<file path="src/rtl/register_file_32x32.sv">
`default_nettype none
// ============================================================================
//  Module   : register_file_32x32
//  Brief    : DEPTH x WIDTH CPU register file with one synchronous write port,
//             two combinational read ports and a serial valid/ready dump engine.
//             Define REGFILE_BYPASS_EN to forward same-cycle writes to reads.
//  Revision : 1.0 - initial release
// ============================================================================
module register_file_32x32 #(
    parameter int WIDTH  = 32,
    parameter int DEPTH  = 32,
    parameter int ADDR_W = 5
) (
    input  logic              clk,
    input  logic              reset,
    input  logic              writeEnable,
    input  logic [ADDR_W-1:0] writeAddr,
    input  logic [0:WIDTH-1]  writeData,
    input  logic [ADDR_W-1:0] readAddrA,
    output logic [0:WIDTH-1]  readDataA,
    input  logic [ADDR_W-1:0] readAddrB,
    output logic [0:WIDTH-1]  readDataB,
    input  logic              dumpStart,
    output logic              dumpBusy,
    output logic              dumpValid,
    input  logic              dumpReady,
    output logic [ADDR_W-1:0] dumpAddr,
    output logic [0:WIDTH-1]  dumpData
);

    localparam logic [0:0]        c_stIdle   = 1'b0;
    localparam logic [0:0]        c_stSend   = 1'b1;
    localparam logic [ADDR_W-1:0] c_lastAddr = ADDR_W'(DEPTH - 1);

    logic [0:WIDTH-1]  r_regs [DEPTH];
    logic [0:0]        r_state;
    logic [0:0]        w_stateNext;
    logic [ADDR_W-1:0] r_dumpAddr;
    logic [ADDR_W-1:0] w_dumpAddrNext;
    logic [ADDR_W-1:0] w_dumpAddrInc;
    logic [0:WIDTH-1]  r_dumpData;
    logic [0:WIDTH-1]  w_dumpDataNext;
    logic [0:WIDTH-1]  w_readDataA;
    logic [0:WIDTH-1]  w_readDataB;

    // Entry 0 is never written, so it stays at its reset value of zero.
    always_ff @(posedge clk) begin
        if (reset) begin
            for (int i = 0; i < DEPTH; i++) begin
                r_regs[i] <= '0;
            end
        end else if (writeEnable && (writeAddr != '0)) begin
            r_regs[writeAddr] <= writeData;
        end
    end

    always_comb begin
        w_readDataA = (readAddrA == '0) ? '0 : r_regs[readAddrA];
        w_readDataB = (readAddrB == '0) ? '0 : r_regs[readAddrB];
`ifdef REGFILE_BYPASS_EN
        if (writeEnable && (writeAddr != '0) && (readAddrA == writeAddr)) begin
            w_readDataA = writeData;
        end
        if (writeEnable && (writeAddr != '0) && (readAddrB == writeAddr)) begin
            w_readDataB = writeData;
        end
`else
        // Reads see the stored value; a same-cycle write lands at the edge.
`endif
    end

    assign readDataA = w_readDataA;
    assign readDataB = w_readDataB;

    always_ff @(posedge clk) begin
        if (reset) begin
            r_state    <= c_stIdle;
            r_dumpAddr <= '0;
            r_dumpData <= '0;
        end else begin
            r_state    <= w_stateNext;
            r_dumpAddr <= w_dumpAddrNext;
            r_dumpData <= w_dumpDataNext;
        end
    end

    assign w_dumpAddrInc = r_dumpAddr + ADDR_W'(1);

    // Each beat is snapshotted from the array when loaded, so later writes
    // only show up for indices not yet captured.
    always_comb begin
        w_stateNext    = r_state;
        w_dumpAddrNext = r_dumpAddr;
        w_dumpDataNext = r_dumpData;
        case (r_state)
            c_stIdle: begin
                if (dumpStart) begin
                    w_stateNext    = c_stSend;
                    w_dumpAddrNext = '0;
                    w_dumpDataNext = '0;
                end
            end
            c_stSend: begin
                if (dumpReady) begin
                    if (r_dumpAddr == c_lastAddr) begin
                        w_stateNext = c_stIdle;
                    end else begin
                        w_dumpAddrNext = w_dumpAddrInc;
                        w_dumpDataNext = r_regs[w_dumpAddrInc];
                    end
                end
            end
            default: begin
                w_stateNext = c_stIdle;
            end
        endcase
    end

    assign dumpBusy  = (r_state == c_stSend);
    assign dumpValid = (r_state == c_stSend);
    assign dumpAddr  = r_dumpAddr;
    assign dumpData  = r_dumpData;

endmodule
`default_nettype wire

</file>
<file path="config.mk">
export PLATFORM = sky130hd
export DESIGN_NAME = register_file_32x32
export DESIGN_NICKNAME = d
export VERILOG_FILES = /design/src/rtl/register_file_32x32.sv
export SDC_FILE = /design/constraint.sdc
export NUM_CORES = 2
export LEC_CHECK = 0
export ABC_AREA = 0
export BUFFER_PORTS_ARGS = -buffer_cell sky130_fd_sc_hd__buf_2
export CAP_MARGIN = 20
export CORE_AREA = 5 5 336 338
export CTS_CLUSTER_SIZE = 28
export DETAILED_ROUTE_END_ITERATION = 6
export DIE_AREA = 0 0 341 343
export PLACE_DENSITY = 0.77
export SLEW_MARGIN = 30
export SYNTH_ARGS = -nofsm -noshare
export SYNTH_HDL_FRONTEND = slang
export SYNTH_SLANG_ARGS = --single-unit
</file>
<file path="constraint.sdc">
create_clock -name clk -period 2.1 [get_ports clk]
set_clock_uncertainty 0.05 [all_clocks]
set_input_delay 0.21 -clock clk [delete_from_list [all_inputs] [get_ports clk]]
set_output_delay 0.21 -clock clk [all_outputs]
set_load 0.005 [all_outputs]
</file>
==> results by group <==
Global route
  • Gr usage total: 40.8%
  • Vias in the first global route: 48,657
  • Initial antenna violation count: 29
  • Top Usage Layer GRT: met2
  • Met1 GRT Util: 50.6%
  • Met3 usage: 16.9%
  • Largest net degree at the start of global routing: 42
  • Met2 Usage GRT: 59.3%
  • Gr ovfl total: 0
  • First-pass GRT wire length: 341 mm

Cells and area
  • Post-layout util: 71.5%
  • Fin nets: 4,844
  • Share of layout cells above drive strength 1: 45.0%
  • Synth-to-Final Area Change: 24.6%
  • Sequential Area: 31,500 um2
  • Most common cell after layout, fill and taps aside: edfxtp_1
  • Commonest non-fill, non-tap cells in the layout: 1,024 x edfxtp_1, 993 x and2_1, 768 x mux4_2, 464 x buf_4, 189 x nand2_1
  • Layout fillers: 6,538
  • Multi-input logic area: 31,700 um2

Floorplan
  • Die X: 341 um
  • Die height: 343 um
  • Die area: 117,000 um2
  • IO Count: 155
  • Starting Density: 57.4%
  • Core area: 110,000 um2
  • Core Rows: 122

CTS
  • CTS tree: built
  • CTS root buf: clkbuf_16
  • CTS sink cnt: 1,062
  • Num CTS Buffers: 114
  • Worst skew pair latency: 0.75 ns
  • Clock Tree Buf Depth: 3
  • CTS clk-pin slew, worst paths: 0.07 ns
  • Number of H-tree levels: 3

Power and ir drop
  • Total power divided by cell area: 727 nW/um2
  • Peak supply drop: 0.764 mV
  • P_leak: 0.0279 uW

Timing
  • Slew of the pin with the lowest slew margin: 0.707 ns
  • Tmin final: 2.90 ns
  • Final worst slack: -0.798 ns
  • Max Slew Vio Count: 0
  • Period utilization: 138%
  • Fmax: 345 MHz
  • Slew HR: 52.9%
  • Final Hold Fails: 0
  • RSZ-0062 raised after global routing: true
  • Final setup viols: 96

Hold path
  • Worst Hold End: r_regs[29][16]
  • Hold Path Origin: writeData[15]
  • Hold crit path type: input port to flip-flop
  • Hold Crit Depth: 2

Placed design
  • Detailed Place HPWL: 152 mm
  • DP Worst Slack: -0.653 ns
  • Port buffer count: 154
  • Gp weighted congestion: 1.02

Worst setup path
  • Critical-path maximum fanout: 3
  • Type of origin of the critical path: flip-flop
  • WP data required: 1.84 ns
  • Setup CP Type: flip-flop to output port
  • Reg2Reg Depth: 9
  • CP endpoint kind: output port
  • RR Startpoint: dumpAddr[0]
  • Reg-to-reg endpoint: dumpData[3]
  • R2r setup slk: -0.30 ns
  • Crit path DAT: 2.64 ns

Detailed routing
  • Vias: 49,108
  • Post-route ant nets: 0
  • DRT Pass-1 Iters: 7
  • Post-DR vias/cell: 7.75
  • Routed wire per std cell: 38.4 um
  • WL final: 244 mm
  • 1st-iter DRT viols: 9,549
  • Residual DRC: 8

Synthesis
  • Synth Area per Inst: 14.9 um2
  • Largest cells by area after synthesis: edfxtp_1 49%, mux4_2 27%, and2_1 9.9%
  • Unique masters post-synth: 35
  • Area share of the largest cell type after synthesis: 48.8%
  • Cell Area, Synth: 63,000 um2
  • Seq cells post-synth: 1,062
  • Synth Warn #: 0
  • Sequential element share of the synthesized area: 50.0%
  • Mapped Cells: 4,233
  • Area leader, netlist: edfxtp_1

Run
  • Max cap viols: 0

Outcome
  • Status: complete, but fails checks
  • Failing checks: DRC, setup timing
-- through the flow --
| step | instance area, um2 | total power [uW] | hold WS [ns] | TNS [ns] | cells |
|---|---|---|---|---|---|
| 6_report | 78500 | 57000 | 0.0445 | -48.22 | 6340 |
| 3_3_place_gp | 70600 | 33900 | 0.437 | -31.86 | 5979 |
| 2_1_floorplan | 63100 | 30200 | 0.346 | -0.00717 | 4264 |
| 3_5_place_dp | 70600 | 34100 | 0.446 | -33.47 | 5979 |
| 5_1_grt | 78400 | 58000 | 0.0600 | -51.40 | 6316 |
| 4_1_cts | 77500 | 56100 | 0.0176 | -45.57 | 6287 |
-- layer usage --
layer | routed length [um] | share of wire (%)
met1 | 73800 | 30
met2 | 104000 | 43
met3 | 43700 | 18
met4 | 21800 | 8.9
met5 | 244 | 0.10
-- critical path: stages, from the launching register on --
cell and delay (ns):
edfxtp_1 0.43, mux4_2 0.52, a22o_1 0.26, o21ai_1 0.15
buf_4 0.21, o21ai_4 0.14, buf_2 0.17
-- kinds of logic (layout without fill, tap and decap cells) --
logic type                 count (synthesis)  after routing  synth area share [%]
buffers and inverters                    480           1103                  3.41
adders and majority gates                  2              2                0.0397
AOI/OAI and AO/OA                        456            456                  5.41
and+or+nand+nor                         1427           1427                  13.0
xor gates and xnor gates                   4              4                0.0676
other                                      1             59               0.00596
DFF                                     1062           1062                  50.0
muxes                                    801            801                  28.1
-- sequential cells by signal, summed over array words and instances (netlist names) --
signal    flops
dumpAddr      5
dumpBusy      1
dumpData     32
r_regs     1024
-- Yosys cell counts, drive strengths merged --
master,number
edfxtp,1024
and2,997
mux4,768
clkbuf,307
nand2,204
a22o,192
buf,173
nand3,134
o21ai,129
a221oi,64
nor2,42
dfxtp,38
a21o,34
mux2,33
a22oi,32
or2,31
nor2b,6
a21oi,5
nand3b,5
ha,2
nand2b,2
or3,2
xnor2,2
xor2,2
and3,1
and3b,1
conb,1
nor4bb,1
or3b,1
-- layout make-up --
cell class / count / share of cell area (%)
multi-input combinational: 2722 / 40.3
sequential: 1062 / 40.2
timing repair buffer: 890 / 12.1
clock buffer: 139 / 3.85
tap: 1426 / 2.27
clock inverter: 74 / 1.18
antenna: 27 / 0.0861
-- worst max path at each step --
stage | from | to | slack, ns | cells after the start
5_1_grt | r_regs[31][1] | readDataA[30] | -0.79 | 6
3_3_place_gp | readAddrB[1] | readDataB[7] | -0.60 | 9
6_report | r_regs[31][1] | readDataA[30] | -0.80 | 6
2_1_floorplan | dumpAddr[1] | dumpData[12] | -0.007 | 8
3_5_place_dp | readAddrB[1] | readDataB[7] | -0.65 | 9
4_1_cts | r_regs[13][16] | readDataA[15] | -0.73 | 6
-- report_power, final --
group | internal [uW] | switching, uW | total, uW | leakage, uW
combinational | 4950 | 5050 | 10000 | 0.0159
clock | 12700 | 8990 | 21600 | 0.00190
sequential | 24400 | 993 | 25400 | 0.0101
total | 42000 | 15000 | 57000 | 0.0279
-- repair_timing --
action                                  CTS  global route
setup buffers                            83            36
hold buffers                              3             0
resized for setup                       411           145
endpoints found under the setup margin   97            97
endpoints found under the hold margin     5             0
pin swaps                               140            75
gates cloned                             17             5
(Power assumes the default switching activity.)
